<file path="config.mk">
export PLATFORM = sky130hd
export DESIGN_NAME = mem_port_arbiter
export DESIGN_NICKNAME = d
export VERILOG_FILES = /design/src/rtl/mem_port_arbiter.sv
export SDC_FILE = /design/constraint.sdc
export NUM_CORES = 1
export LEC_CHECK = 0
export BUFFER_PORTS_ARGS = -buffer_cell sky130_fd_sc_hd__buf_2
export CAP_MARGIN = 20
export CORE_MARGIN = 1
export CORE_UTILIZATION = 50
export CTS_BUF_LIST = sky130_fd_sc_hd__clkbuf_8
export DETAILED_ROUTE_END_ITERATION = 7
export PLACE_DENSITY = 0.81
export SYNTH_ARGS = -nofsm -noshare
export SYNTH_HDL_FRONTEND = slang
export SYNTH_SLANG_ARGS = --single-unit
</file>
<file path="constraint.sdc">
create_clock -name clk -period 1.82 [get_ports clk]
set_clock_uncertainty 0.2 [all_clocks]
set_input_delay 0.091 -clock clk [delete_from_list [all_inputs] [get_ports clk]]
set_output_delay 0.091 -clock clk [all_outputs]
set_load 0.01 [all_outputs]
</file>
<file path="src/rtl/mem_port_arbiter.sv">
// rtl/mem_port_arbiter.sv - shares one memory port between instruction fetch and data requesters
// Optional ARB_ROUND_ROBIN_EN selects round-robin arbitration; default is fixed data-over-fetch priority.
module mem_port_arbiter #(
    parameter int ADDR_W  = 32,
    parameter int DATA_W  = 32,
    parameter int TIMEOUT = 64
) (
    input  logic              clk,
    input  logic              rst,
    input  logic              if_req,
    input  logic [ADDR_W-1:0] if_addr,
    output logic [DATA_W-1:0] if_rdata,
    output logic              if_ack,
    input  logic              d_req,
    input  logic              d_we,
    input  logic [ADDR_W-1:0] d_addr,
    input  logic [DATA_W-1:0] d_wdata,
    output logic [DATA_W-1:0] d_rdata,
    output logic              d_ack,
    output logic              m_ce,
    output logic              m_we,
    output logic [ADDR_W-1:0] m_addr,
    output logic [DATA_W-1:0] m_wdata,
    input  logic [DATA_W-1:0] m_rdata,
    input  logic              m_ready,
    output logic              stall_o,
    output logic              timeout_o
);
    localparam int CNT_W = $clog2(TIMEOUT);
    localparam logic [CNT_W-1:0] CNT_MAX = CNT_W'(TIMEOUT - 1);

    typedef enum logic [1:0] {S_IDLE, S_BUSY, S_RESP} state_t;

    state_t            state_q, state_d;
    logic              gnt_data_q, gnt_data_d;
    logic              m_ce_q, m_ce_d, m_we_q, m_we_d;
    logic [ADDR_W-1:0] m_addr_q, m_addr_d;
    logic [DATA_W-1:0] m_wdata_q, m_wdata_d;
    logic [DATA_W-1:0] if_rdata_q, if_rdata_d, d_rdata_q, d_rdata_d;
    logic              if_ack_q, if_ack_d, d_ack_q, d_ack_d;
    logic              timeout_q, timeout_d;
    logic [CNT_W-1:0]  cnt_q, cnt_d;
    logic              pick_data;
    logic [DATA_W-1:0] resp_data;

`ifdef ARB_ROUND_ROBIN_EN
    // Remembers whether the last grant went to data; reset value favours data on a tie.
    logic last_data_q, last_data_d;

    assign pick_data = d_req & (~if_req | ~last_data_q);

    always_ff @(posedge clk or negedge rst) begin
        if (!rst) last_data_q <= 1'b0;
        else      last_data_q <= last_data_d;
    end

    always_comb begin
        last_data_d = last_data_q;
        if (state_q == S_IDLE && (if_req || d_req)) last_data_d = pick_data;
    end
`else
    assign pick_data = d_req;
`endif

    assign resp_data = m_we_q ? '0 : m_rdata;

    always_comb begin
        state_d    = state_q;
        gnt_data_d = gnt_data_q;
        m_ce_d     = m_ce_q;
        m_we_d     = m_we_q;
        m_addr_d   = m_addr_q;
        m_wdata_d  = m_wdata_q;
        if_rdata_d = if_rdata_q;
        d_rdata_d  = d_rdata_q;
        if_ack_d   = 1'b0;
        d_ack_d    = 1'b0;
        timeout_d  = timeout_q;
        cnt_d      = '0;
        case (state_q)
            S_IDLE: begin
                if (if_req || d_req) begin
                    gnt_data_d = pick_data;
                    m_ce_d     = 1'b1;
                    m_we_d     = pick_data ? d_we : 1'b0;
                    m_addr_d   = pick_data ? d_addr : if_addr;
                    m_wdata_d  = pick_data ? d_wdata : '0;
                    state_d    = S_BUSY;
                end
            end
            S_BUSY: begin
                // A ready response in the final counted cycle beats the abort.
                if (m_ready || cnt_q == CNT_MAX) begin
                    if (gnt_data_q) d_rdata_d  = m_ready ? resp_data : '0;
                    else            if_rdata_d = m_ready ? resp_data : '0;
                    if (!m_ready) timeout_d = 1'b1;
                    d_ack_d  = gnt_data_q;
                    if_ack_d = ~gnt_data_q;
                    m_ce_d   = 1'b0;
                    state_d  = S_RESP;
                end else begin
                    cnt_d = cnt_q + 1'b1;
                end
            end
            S_RESP:  state_d = S_IDLE;
            default: state_d = S_IDLE;
        endcase
    end

    always_ff @(posedge clk or negedge rst) begin
        if (!rst) begin
            state_q    <= S_IDLE;
            gnt_data_q <= 1'b0;
            m_ce_q     <= 1'b0;
            m_we_q     <= 1'b0;
            m_addr_q   <= '0;
            m_wdata_q  <= '0;
            if_rdata_q <= '0;
            d_rdata_q  <= '0;
            if_ack_q   <= 1'b0;
            d_ack_q    <= 1'b0;
            timeout_q  <= 1'b0;
            cnt_q      <= '0;
        end else begin
            state_q    <= state_d;
            gnt_data_q <= gnt_data_d;
            m_ce_q     <= m_ce_d;
            m_we_q     <= m_we_d;
            m_addr_q   <= m_addr_d;
            m_wdata_q  <= m_wdata_d;
            if_rdata_q <= if_rdata_d;
            d_rdata_q  <= d_rdata_d;
            if_ack_q   <= if_ack_d;
            d_ack_q    <= d_ack_d;
            timeout_q  <= timeout_d;
            cnt_q      <= cnt_d;
        end
    end

    assign if_rdata  = if_rdata_q;
    assign if_ack    = if_ack_q;
    assign d_rdata   = d_rdata_q;
    assign d_ack     = d_ack_q;
    assign m_ce      = m_ce_q;
    assign m_we      = m_we_q;
    assign m_addr    = m_addr_q;
    assign m_wdata   = m_wdata_q;
    assign timeout_o = timeout_q;
    assign stall_o   = (if_req & ~if_ack_q) | (d_req & ~d_ack_q);
endmodule

</file>
=== Word-level counts from Yosys, hierarchy flattened ===
Cells that the tools add are included.

* Output and inout port bits: 134
* Input bits: 134
* Bits in registers: 142

* Reductions and logical operators: 10
* Equal/unequal tests: 4
* Bitwise logic cells: 7
* Add/sub/neg operators: 1
* Muxes and demuxes: 17

{| class="wikitable"
|+ Operators by type and width
! operator !! count
|-
| $mux W32 || 4
|-
| $mux W6 || 2
|-
| $reduce_and A3 Y1 || 4
|-
| $mux W1 || 7
|-
| $add A6 B1 Y6 const B || 1
|-
| $eq A6 B6 Y1 const B || 1
|-
| $mux W2 || 2
|-
| $ne A2 B2 Y1 const B || 2
|-
| $not A1 Y1 || 4
|-
| $pmux W2 S2 || 1
|-
| $reduce_and A2 Y1 || 2
|-
| $and A1 B1 Y1 || 2
|-
| $eq A2 B1 Y1 const B || 1
|-
| $logic_not A2 Y1 || 1
|-
| $logic_or A1 B1 Y1 || 2
|-
| $pmux W1 S2 || 1
|-
| $reduce_bool A2 Y1 || 1
|-
| $or A1 B1 Y1 || 1
|}

=== Depth between registers and ports, before layout ===
* Depth in word-level cells: 4
* Mapped depth: 6
* Mapped depth without buffers: 4

=== Least setup slack after synthesis ===
No wires, ideal clock.

* Path type: register to register
* From: reg cnt_q[0]
* To: reg d_rdata_q[12], in the netlist d_rdata[12]
* Data arrival time: 1.272 ns
* Setup time: 0.130 ns
* Cell stages (with the launch flop): 6
* Required time: 1.490 ns
* Setup slack: 0.218 ns
* Cell sequence: dfrtp_1 ha_1 nand4_4 o21bai_4 clkbuf_1 o21ai_1

* Cells in the longest elaborated chain, start to end: 3

{| class="wikitable"
|+ RTL lines
! what !! line !! text
|-
| start, declared || 42 || <nowiki>logic [CNT_W-1:0] cnt_q, cnt_d;</nowiki>
|-
| start signal, assigned || 136 || <nowiki>cnt_q <= cnt_d;</nowiki>
|-
| $eq A6 B6 Y1 || 93 || <nowiki>if (m_ready || cnt_q == CNT_MAX) begin</nowiki>
|-
| $logic_or A1 B1 Y1 || 93 ||
|-
| $reduce_and A3 Y1 (no line) || - ||
|-
| end signal, assigned || 132 || <nowiki>d_rdata_q <= d_rdata_d;</nowiki>
|-
| end, declared || 39 || <nowiki>logic [DATA_W-1:0] if_rdata_q, if_rdata_d, d_rdata_q, d_rdata_d;</nowiki>
|}

Every way passes these cells.
A chain may end at the register's enable or synchronous reset.

=== Final worst setup path ===
* From: in if_addr[15]
* To: reg m_addr_q[15], in the netlist m_addr[15]

* Cells in the longest elaborated chain, start to end: 1

{| class="wikitable"
|+ RTL lines
! what !! line !! text
|-
| start, declared || 11 || <nowiki>input logic [ADDR_W-1:0] if_addr,</nowiki>
|-
| $mux W32 || 86 || <nowiki>m_addr_d = pick_data ? d_addr : if_addr;</nowiki>
|-
| end signal, assigned || 129 || <nowiki>m_addr_q <= m_addr_d;</nowiki>
|-
| end, declared || 37 || <nowiki>logic [ADDR_W-1:0] m_addr_q, m_addr_d;</nowiki>
|}

Every way passes these cells.

==> run metrics <==
status=finished clean; dpl cell area=8180 um^2; post-layout min period=1.75 ns; routed wire length=19700 um; full die area=13700 um^2; routed len/inst=17.5 um; Fill cells=770; Syn Inst Count=540; Pwr per Cell Area=1530 nW/um^2; Die H=117 um; gr ovfl total=0; vias in the first global route=5966; synth cell count leaders=142 x dfrtp_1, 71 x inv_1, 64 x mux2_2, 64 x mux2i_1, 37 x o21ai_1; Worst Tran Pin Value=0.591 ns; Top Ports=268; Yosys warnings=0; Max Fclk=573 MHz; Crit Path Max Fanout=1; syn nets=675; sequential cell area=3550 um^2; RSZ-0062 raised after global routing=false; Final Cell Area=9980 um^2; Finished Core Util=78.1%; CTS Buf Count=17; Chip Width=117 um; final cycle utilization of the critical path=95.9%; Relative slew margins=60.6%; Hold Path Class=input pin to register; Yosys top cell area share=53.6%; antenna cell count=0; Reg clk slew, reported paths=0.07 ns; top-count cell post-synth=dfrtp_1; CP required=1.94 ns; CP Cell Sequence=dlygate4sd3_1 > buf_2 > mux2_2 > dlygate4sd3_1 > mux2_2; first drt pass iteration count=4; Leak=5.07 nW; DP Worst Slack=0.0414 ns; Total GRT Usage=29.0%; Longest Clk Path Bufs=2; layout net count=1076; slowest cell on the critical path=dlygate4sd3_1; GP Congestion=0.740; Setup violations, final=0; root buffer cell=clkbuf_8; global-route wire length before repair=29900 um; CTS tree=built; Min Hold Slack=0.206 ns; final setup TNS=0 ns; H-tree Lvls=4; Vias/cell=5.07; via count=5706; CP peak stage delay=0.57 ns; Crit Path Category=input pin to register; Synth area leader=dfrtp_1; Startpoint Class=input pin; Async S/R FF share, synth=100%; initial drt markers=311; Unique masters post-synth=34; Arr. time, crit path=1.87 ns; Fin. Hold Viols=0; Main synth FF type=dfrtp_1; CP Capture Type=register; Syn Std Cell Area=6630 um^2; IO buf count=267; area of the multi-input gates=2560 um^2; initial antenna violation count=0; Synth-to-Final Area Change=50.5%; VDD IR-drop max=928 uV; CTS sink count=142; dpl cells=961; count of final max-slew check failures=0; largest net degree at the start of global routing=53; Post-synth EDFFs=0; Initial Utilization=51.9%; Mean Syn Cell Area=12.3 um^2; post-synthesis register bit count=142; hpwl dp=11600 um; PnR Total Power=15.3 mW; Detail Route Antenna Nets=0; final worst slack=0.0743 ns; final non-filler cell total=1126; row cnt=41; core outline area=12800 um^2; DRC=0; max-capacitance violation count=0; Seq/Total Area, Yosys=53.6%; largest cells by area after synthesis=dfrtp_1 54%, mux2_2 11%, mux2i_1 9.7%; Clock Latency Late Sink=0.44 ns; share of layout cells above drive strength 1=42.7%
## worst paths after layout
kind | slack, ns | cells past startpoint | from | endpoint
worst max-delay path | 0.07 | 5 | if_addr[15] | m_addr[15]
worst min-delay path | 0.21 | 3 | d_wdata[16] | m_wdata[16]
worst max register to register | 0.10 | 4 | state_q[1] | m_addr[4]
worst min register to register | 0.25 | 1 | cnt_q[0] | cnt_q[0]
max in group asynchronous | 0.31 | 4 | rst | m_addr[2]
min in group asynchronous | 0.51 | 3 | rst | d_rdata[13]
## power by group
group	switching (mW)	total [mW]	internal (mW)
clock network	1.19	2.87	1.67
registers	1.07	5.70	4.63
logic	3.41	6.72	3.31
total	5.68	15.3	9.61
## what timing repair did
| action | CTS | global route |
|---|---|---|
| setup buffers | 0 | 0 |
| hold buffers | 133 | 0 |
| setup endpoints to repair | 0 | 2 |
| hold endpoints to repair | 274 | 0 |
| gates resized for setup | 0 | 1 |
## area by class of cell
type | instances | area share (%)
Clock buffer | 22 | 3.03
Timing Repair Buffer | 417 | 29.2
Inverter | 71 | 2.67
Clock inverter | 10 | 1.59
Sequential cell | 142 | 35.6
Multi-Input combinational cell | 292 | 25.7
Tap cell | 172 | 2.16
## logic make-up after synthesis
| kind of cell | after synthesis | share of synthesized area (%) |
|---|---|---|
| AO/OA/AOI/OAI | 105 | 10.4 |
| XOR/XNOR | 3 | 0.396 |
| adder cells (fa/ha/maj) | 1 | 0.189 |
| buffers and inverters | 106 | 7.96 |
| flip-flops | 142 | 53.6 |
| multiplexers | 128 | 20.5 |
| AND/OR/NAND/NOR | 55 | 6.89 |
## critical path: cells and delay by family
| family | cells | cell delay (ns) |
|---|---|---|
| buf+inv | 3 | 1.24 |
| mux | 2 | 0.54 |
## registers in the layout, summed over array words and instances (netlist names), 2 cells and up
register,cells
cnt_q,6
d_rdata,32
if_rdata,32
m_addr,32
m_wdata,32
state_q,2
## metal layers
| metal | up-vias | part of all wire, % | track usage [%] |
|---|---|---|---|
| met5 | - | 0 | 0 |
| met4 | 0 | 3.2 | 13.5 |
| met3 | 41 | 5.8 | 6.02 |
| met2 | 240 | 52 | 52.0 |
| met1 | 2760 | 39 | 33.2 |
| li1 | 2665 | - | - |
## placed cells by master, fill, tap and decap left out, drive strengths merged
master,Yosys,layout
o21ai,65,65
or3,1,1
and3b,33,33
mux2i,64,64
nand2,5,5
mux2,64,64
a31oi,1,1
o22ai,1,1
inv,71,72
buf,27,284
ha,1,1
o31ai,1,1
o21bai,2,2
xor2,2,2
nand4,1,1
nor3,1,1
a32oi,1,1
a21o,1,1
clkbuf,8,22
nor2,6,6
bufinv,0,4
clkinv,0,4
or3b,1,1
dlygate4sd3,0,133
nor3b,1,1
nand3,3,3
xnor2,1,1
dfrtp,142,142
and2,2,2
a22o,33,33
and3,1,1
clkinvlp,0,1
(Power assumes the default switching activity.)
